[src/rtl/usb_tx_pts_sr.sv]
// rtl/usb_tx_pts_sr.sv - USB transmit parallel-to-serial shifter with NRZI line encoding
// Optional bit stuffing (0 after six 1s) is built when USB_TX_BIT_STUFF_EN is defined.
module usb_tx_pts_sr #(
   parameter int NUM_BITS  = 8,
   parameter bit SHIFT_MSB = 1'b0
) (
   input  logic                clk,
   input  logic                rst,
   input  logic                shift_enable,
   input  logic                load,
   input  logic [NUM_BITS-1:0] parallel_in,
   output logic                serial_out,
   output logic                ready,
   output logic                byte_sent,
   output logic                busy
);

   localparam int CW = (NUM_BITS > 1) ? $clog2(NUM_BITS) : 1;

`ifdef USB_TX_BIT_STUFF_EN
   typedef enum logic [1:0] {IDLE, SHIFT, STUFF} state_t;
`else
   typedef enum logic [0:0] {IDLE, SHIFT} state_t;
`endif

   state_t              state_q, state_d;
   logic [NUM_BITS-1:0] hold_q, hold_d;
   logic                hold_full_q, hold_full_d;
   logic [NUM_BITS-1:0] sr_q, sr_d;
   logic [CW-1:0]       bit_cnt_q, bit_cnt_d;
   logic                serial_q, serial_d;
   logic                byte_sent_q, byte_sent_d;
`ifdef USB_TX_BIT_STUFF_EN
   logic [2:0]          ones_q, ones_d;
   logic [2:0]          ones_nxt;
`endif

   logic                accept;
   logic                hold_avail;
   logic                data_strobe;
   logic [NUM_BITS-1:0] src;
   logic                bit_v;
   logic                last_bit;

   always_comb begin
      state_d     = state_q;
      hold_d      = hold_q;
      hold_full_d = hold_full_q;
      sr_d        = sr_q;
      bit_cnt_d   = bit_cnt_q;
      serial_d    = serial_q;
      byte_sent_d = 1'b0;
`ifdef USB_TX_BIT_STUFF_EN
      ones_d      = ones_q;
      ones_nxt    = ones_q;
`endif
      data_strobe = 1'b0;
      src         = sr_q;
      bit_v       = 1'b0;
      last_bit    = 1'b0;

      accept = load && !hold_full_q;
      if (accept) begin
         hold_d      = parallel_in;
         hold_full_d = 1'b1;
      end
      // A load landing on the last-bit edge still counts as a refill for gapless streaming
      hold_avail = hold_full_q || accept;

      if (shift_enable) begin
         case (state_q)
            IDLE: begin
               if (hold_full_q) begin
                  data_strobe = 1'b1;
                  src         = hold_q;
                  hold_full_d = 1'b0;
               end
            end
            SHIFT: begin
               if (bit_cnt_q != '0) begin
                  data_strobe = 1'b1;
               end else if (hold_full_q) begin
                  data_strobe = 1'b1;
                  src         = hold_q;
                  hold_full_d = 1'b0;
               end else begin
                  state_d = IDLE;
               end
            end
`ifdef USB_TX_BIT_STUFF_EN
            STUFF: begin
               serial_d = ~serial_q;
               ones_d   = '0;
               if (bit_cnt_q == '0 && !hold_avail) state_d = IDLE;
               else                                state_d = SHIFT;
            end
`endif
            default: state_d = IDLE;
         endcase

         if (data_strobe) begin
            bit_v       = SHIFT_MSB ? src[NUM_BITS-1] : src[0];
            sr_d        = SHIFT_MSB ? {src[NUM_BITS-2:0], 1'b0} : {1'b0, src[NUM_BITS-1:1]};
            serial_d    = bit_v ? serial_q : ~serial_q;
            last_bit    = (bit_cnt_q == CW'(NUM_BITS - 1));
            bit_cnt_d   = last_bit ? '0 : bit_cnt_q + 1'b1;
            byte_sent_d = last_bit;
`ifdef USB_TX_BIT_STUFF_EN
            ones_nxt = bit_v ? ones_q + 3'd1 : 3'd0;
            ones_d   = ones_nxt;
            if (ones_nxt == 3'd6) begin
               state_d = STUFF;
            end else if (last_bit && !hold_avail) begin
               state_d = IDLE;
               ones_d  = '0;
            end else begin
               state_d = SHIFT;
            end
`else
            if (last_bit && !hold_avail) state_d = IDLE;
            else                         state_d = SHIFT;
`endif
         end
      end
   end

   always_ff @(posedge clk) begin
      if (rst) begin
         state_q     <= IDLE;
         hold_q      <= '0;
         hold_full_q <= 1'b0;
         sr_q        <= '0;
         bit_cnt_q   <= '0;
         serial_q    <= 1'b1;
         byte_sent_q <= 1'b0;
`ifdef USB_TX_BIT_STUFF_EN
         ones_q      <= '0;
`endif
      end else begin
         state_q     <= state_d;
         hold_q      <= hold_d;
         hold_full_q <= hold_full_d;
         sr_q        <= sr_d;
         bit_cnt_q   <= bit_cnt_d;
         serial_q    <= serial_d;
         byte_sent_q <= byte_sent_d;
`ifdef USB_TX_BIT_STUFF_EN
         ones_q      <= ones_d;
`endif
      end
   end

   assign serial_out = serial_q;
   assign byte_sent  = byte_sent_q;
   assign ready      = !hold_full_q;
   assign busy       = (state_q != IDLE) || hold_full_q;

endmodule

[config.mk]
export PLATFORM = sky130hd
export DESIGN_NAME = usb_tx_pts_sr
export DESIGN_NICKNAME = d
export VERILOG_FILES = /design/src/rtl/usb_tx_pts_sr.sv
export SDC_FILE = /design/constraint.sdc
export NUM_CORES = 1
export LEC_CHECK = 0
export CORE_MARGIN = 2
export CORE_UTILIZATION = 50
export CTS_CLUSTER_DIAMETER = 30
export DETAILED_ROUTE_END_ITERATION = 6
export PLACE_DENSITY_LB_ADDON = 0.1
export SKIP_CTS_REPAIR_TIMING = 1
export SLEW_MARGIN = 10
export SYNTH_ARGS = -nofsm -noshare
export SYNTH_HDL_FRONTEND = slang
export SYNTH_SLANG_ARGS = --single-unit
export TNS_END_PERCENT = 20
[constraint.sdc]
create_clock -name clk -period 1.7 [get_ports clk]
set_input_delay 0.51 -clock clk [delete_from_list [all_inputs] [get_ports clk]]
set_output_delay 0.51 -clock clk [all_outputs]
set_load 0.02 [all_outputs]
==> results_dict.tcl, run 1 <==
set metrics [dict create \
    synth_edf_count 0 \
    whs_ns 0.460 \
    worst_clock_skew_ns 0.00182 \
    grt_max_degree 12 \
    fmax_mhz 628 \
    synth_ff_type "dfxtp_1" \
    htree_levels 1 \
    antennaDiodeCount 0 \
    slew_violations 0 \
    fillCellCount 184 \
    synth_cells 120 \
    crit_start "hold_full_q" \
    clk_pin_slew_ns 0.11 \
    ys_seq_area_share_pct 43.2 \
    drc 0 \
    ys_warn_count 0 \
    status "complete, no violations" \
    synth_most_common_cell "dfxtp_1" \
    power_frac_comb_pct 19.2 \
    hold_viol 0 \
    critPathLaunchType "flip-flop" \
    area.growth.synth_to_final_pct 23.1 \
    io_buffers 15 \
    crit_path_cell_trace "or2_2, clkbuf_2" \
    cap_viol_max_count 0 \
    switchingPower_uw 266 \
    fin_util_pct 64.6 \
    synth.cell_area_um2 1020 \
    drt-wirelength-per-cell_um 13.7 \
    cts_buffers 3 \
    cp.required_ns 1.19 \
    leakage_uw 0.000504 \
    yosys.area.top_type_share_pct 43.2 \
    hpwl_mm 1.73 \
    ir_drop_mv 0.508 \
    crit_fanout 3 \
    ant_nets 0 \
    worst_pin_slew_ns 0.282 \
    grt_pass1_wl_mm 3.95 \
    die_width_um 49.2 \
    synth.area.top_cells "dfxtp_1, a21oi_1, nand2_1, a221oi_1, ha_1" \
    clock_sinks 22 \
    clock_power_share_pct 23.7 \
    vias_per_cell 5.52 \
    overflow 0 \
    path_class "flip-flop to primary output" \
    drtIter0Drc 15 \
    synth_common_cells "dfxtp_1, nand2_1, a21oi_1" \
    clock_path_buffers 2 \
    hp-class "flip-flop to flip-flop" \
    p_seq_share_pct 57.1 \
    place_congestion 0.800 \
    grt_pass1_vias 890 \
    synth_cell_types 27 \
    cp-end-kind "primary output" \
    grt_use_total_pct 21.1 \
    die_h_um 49.2 \
    clock_latency_ns 0.30 \
    slowest_delay_ns 0.35 \
    switching_share_pct 27.1 \
    synth_nets 135 \
    yosys_register_bits 22 \
    worst_ep_arrival_time_ns 1.08 \
    min_from "hold_q[1]" \
    drive_gt1_share_pct 15.2 \
    r2r-start "bit_cnt_q[0]" \
    antenna_found_initial 0 \
    async_flop_share_pct 0 \
    initial_utilization_pct 52.5 \
    cts_tree "yes" \
    root_buffer "clkbuf_4" \
    die_area_um2 2420 \
    powerDensity_nw_per_um2 781 \
    slew_headroom_pct 81.0 \
    ioPinCount 16 \
    syn_avg_cell_area_um2 8.50 \
    period_needed_ns 1.59 \
    finalCritPeriodShare_pct 93.7 \
    coreArea_um2 1940 \
    fin_nets 155 \
    vias 911 \
    yosys.area.top_type "dfxtp_1" \
    setup_viol 0 \
    rows 16 \
    rsz0062_at_grt "yes" \
    totalWireLength_mm 2.26 \
    drtPass1Iterations 4 \
    cpMaxStageDelayCell "dfxtp_1" \
    power.internal_uw 714 \
]
-- cell usage in the layout, fill, tap and decap left out, types with 4 or more instances in the layout --
master	n
nand3_1	7
a21oi_1	15
clkdlybuf4s50_1	11
o31ai_1	5
nand2_1	18
dfxtp_1	22
buf_4	9
inv_1	8
o21ai_0	5
a221oi_1	4
-- worst max-delay path, delay by kind of cell (launching register included) --
kind / cells / cell delay (ns)
and+or+nand+nor: 1 / 0.27
buffers and inverters: 1 / 0.16
DFF: 1 / 0.35
-- cells by family (layout without fill, tap and decap cells) --
family / Yosys count / in the layout / synth area share [%]
buf+inv: 18 / 36 / 8.22
mux: 2 / 2 / 1.96
flops: 22 / 22 / 43.2
simple gates: 40 / 40 / 19.3
compound gates: 35 / 35 / 23.7
fa+ha+maj: 3 / 3 / 3.68
-- cell type report --
cell class,count,area (um2),area share [%]
inverters,9,33.8,2.69
clock buffers,3,22.5,1.79
multi-input cells,80,504,40.2
repair buffers,24,220,17.5
flip-flops and latches,22,440,35.1
well taps,27,33.8,2.69
-- metrics by stage --
step / worst slack (ns) / cells / TNS (ns) / total power [uW] / area [um2]
6_report: 0.107 / 165 / 0 / 980 / 1250
3_5_place_dp: -0.0786 / 162 / -0.261 / 760 / 1220
5_1_grt: -0.00705 / 165 / -0.0127 / 1030 / 1250
3_3_place_gp: 0.0238 / 162 / 0 / 755 / 1220
2_1_floorplan: 0.242 / 120 / 0 / 682 / 1020
4_1_cts: -0.308 / 165 / -0.637 / 991 / 1240
-- worst paths after layout --
kind                     to  slack [ns]  depth (start not counted)
hold reg to reg   hold_q[1]        0.46                          2
setup / recovery       busy        0.11                          2
setup reg to reg    sr_q[4]        0.15                          6
hold / removal    hold_q[1]        0.46                          2
-- per-layer routing --
layer  routed length (um)  vias up  GRT usage [%]
met5                    0        -              0
met4                   31        0           8.10
met3                  106        6           3.99
met2                 1080       24           33.1
met1                 1050      428           28.5
li1                     -      453              -
-- power by group through the flow --
stage	Combinational, uW	Sequential, uW	Clock [uW]
after floorplan	114	567	0
after global placement	185	570	0
after detailed placement	188	572	0
after CTS	188	560	243
after global routing	210	563	262
final	188	560	233
-- registers in the layout (all words and copies together) (netlist names) --
name         cells
hold_full_q      1
state_q          1
sr_q             7
serial_out       1
bit_cnt_q        3
byte_sent        1
hold_q           8
Note: power is estimated with default switching activity, not from simulation.
==> run 2: changes to the inputs <==
--- a/config.mk
+++ b/config.mk
@@ -5,11 +5,13 @@
 export SDC_FILE = /design/constraint.sdc
 export NUM_CORES = 1
 export LEC_CHECK = 0
+export CAP_MARGIN = 5
 export CORE_MARGIN = 2
 export CORE_UTILIZATION = 50
 export CTS_CLUSTER_DIAMETER = 30
 export DETAILED_ROUTE_END_ITERATION = 6
 export PLACE_DENSITY_LB_ADDON = 0.1
+export REMOVE_ABC_BUFFERS = 1
 export SKIP_CTS_REPAIR_TIMING = 1
 export SLEW_MARGIN = 10
 export SYNTH_ARGS = -nofsm -noshare
==> results_dict.tcl, run 2 (synthesis results as in run 1) <==
set metrics [dict create \
    die_h_um 49.2 \
    dp.cells 163 \
    slew_headroom_pct 81.0 \
    drtIter0Drc 13 \
    drt-wirelength-per-cell_um 12.8 \
    finalWorstSetupSlack_ns 0.0802 \
    regMostFlops "hold_q" \
    hpwl_mm 1.66 \
    power.internal_uw 764 \
    grt_pass1_wl_mm 3.72 \
    antenna_found_initial 0 \
    power_frac_comb_pct 18.3 \
    reg.largest.list "hold_q x8, sr_q x7, bit_cnt_q x3" \
    overflow 0 \
    io_buffers 15 \
    drtPass1Iterations 4 \
    grt_max_degree 13 \
    path_class "flip-flop to primary output" \
    antennaDiodeCount 0 \
    htree_levels 1 \
    final_common_cell "dfxtp_1" \
    vias 909 \
    slowest_delay_ns 0.34 \
    endpoint "busy" \
    r2r_cells 6 \
    drive_gt1_share_pct 14.3 \
    final_cell_mix "dfxtp_1, nand2_1, a21oi_1" \
    switchingPower_uw 257 \
    slew_violations 0 \
    fin_nets 156 \
    clock_path_buffers 2 \
    ir_drop_mv 0.528 \
    grt.met2_usage_pct 32.2 \
    rsz0062_at_grt "no" \
    fin_cells 167 \
    clock_power_share_pct 27.0 \
    leakage_uw 0.000527 \
    rows 16 \
    rrSetupSlack_ns 0.13 \
    cts_buffers 3 \
    r2r_end "sr_q[3]" \
    use_met1_pct 26.6 \
    drc 0 \
    clock_sinks 22 \
    grt_pass1_vias 821 \
    cap_viol_max_count 0 \
    setup_viol 0 \
    vias_per_cell 5.44 \
    place_congestion 0.847 \
    initial_utilization_pct 52.5 \
    totalWireLength_mm 2.14 \
    largest_reg_flops 8 \
    critPathLaunchType "flip-flop" \
    die_width_um 49.2 \
    cp-end-kind "primary output" \
    worst_ep_arrival_time_ns 1.11 \
    cp.required_ns 1.19 \
    dp_slack_ns -0.0545 \
    finalCritPeriodShare_pct 95.3 \
    hold_viol 0 \
    gr-usage-met3_pct 2.76 \
    clock_latency_ns 0.30 \
    powerDensity_nw_per_um2 801 \
    worst_pin_slew_ns 0.285 \
    coreArea_um2 1940 \
    busiest_layer "met2" \
    cts_tree "yes" \
    area.growth.synth_to_final_pct 25.0 \
    root_buffer "clkbuf_4" \
    worst_clock_skew_ns 0.00501 \
    hp-class "flip-flop to flip-flop" \
    crit_path_cell_trace "or2_2, dlymetal6s2s_1" \
    die_area_um2 2420 \
    period_needed_ns 1.62 \
    clk_pin_slew_ns 0.12 \
    status "complete, no violations" \
    switching_share_pct 25.2 \
    p_seq_share_pct 54.7 \
    ioPinCount 16 \
    fin_util_pct 65.7 \
    crit_fanout 3 \
    crit_start "hold_full_q" \
    grt_use_total_pct 19.4 \
    r2r-start "bit_cnt_q[0]" \
    cpMaxStageDelayCell "dfxtp_1" \
    fmax_mhz 617 \
    ant_nets 0 \
]
## run 2: changes by cell type in the layout (fill, tap and decap cells not counted), sizes merged
cell / change
buf: +1
dlymetal6s2s: +1
## run 2: stage by stage
| step | total power, uW | setup TNS, ns | instance area, um2 | hold slack (ns) |
|---|---|---|---|---|
| 2_1_floorplan | 663 | 0 | 970 | 0.425 |
| 3_3_place_gp | 753 | -0.0126 | 1230 | 0.446 |
| 3_5_place_dp | 758 | -0.0843 | 1230 | 0.458 |
| 4_1_cts | 1030 | -0.546 | 1260 | 0.476 |
| 5_1_grt | 1080 | 0 | 1270 | 0.493 |
| 6_report | 1020 | 0 | 1270 | 0.474 |
## run 2: final cells by class
class	instances	area, um2
multi-input cells	80	495
fillers	176	667
flip-flops and latches	22	440
well taps	27	33.8
inverters	9	33.8
clock buffers	4	36.3
repair buffers	25	235
## run 2: per-layer routing
layer / vias up / wire length (um)
met4: 0 / 14
met5: - / 0
met2: 18 / 1040
met3: 2 / 62
met1: 434 / 1020
li1: 455 / -
## run 2: critical path: cells and delay by family (launching register included)
family / cells / cell delay, ns
flip-flops: 1 / 0.34
AND/OR/NAND/NOR: 1 / 0.27
buffers and inverters: 1 / 0.20
## run 2: worst min-delay path by stage
| stage | cells after the start | to | slack (ns) | from |
|---|---|---|---|---|
| final | 2 | hold_q[4] | 0.47 | hold_q[4] |
| after global routing | 2 | hold_q[5] | 0.49 | hold_q[5] |
| after CTS | 2 | hold_q[4] | 0.48 | hold_q[4] |
| after detailed placement | 2 | hold_q[6] | 0.46 | hold_q[6] |
| after global placement | 2 | hold_q[5] | 0.45 | hold_q[5] |
| after floorplan | 2 | hold_q[1] | 0.43 | hold_q[1] |
## run 2: power by group through the flow
| stage | registers (uW) | logic, uW | clock network, uW |
|---|---|---|---|
| detailed placement | 571 | 187 | 0 |
| finish | 559 | 187 | 275 |
| global placement | 570 | 184 | 0 |
| CTS | 559 | 188 | 286 |
| floorplan | 573 | 90.0 | 0 |
| global route | 563 | 208 | 306 |
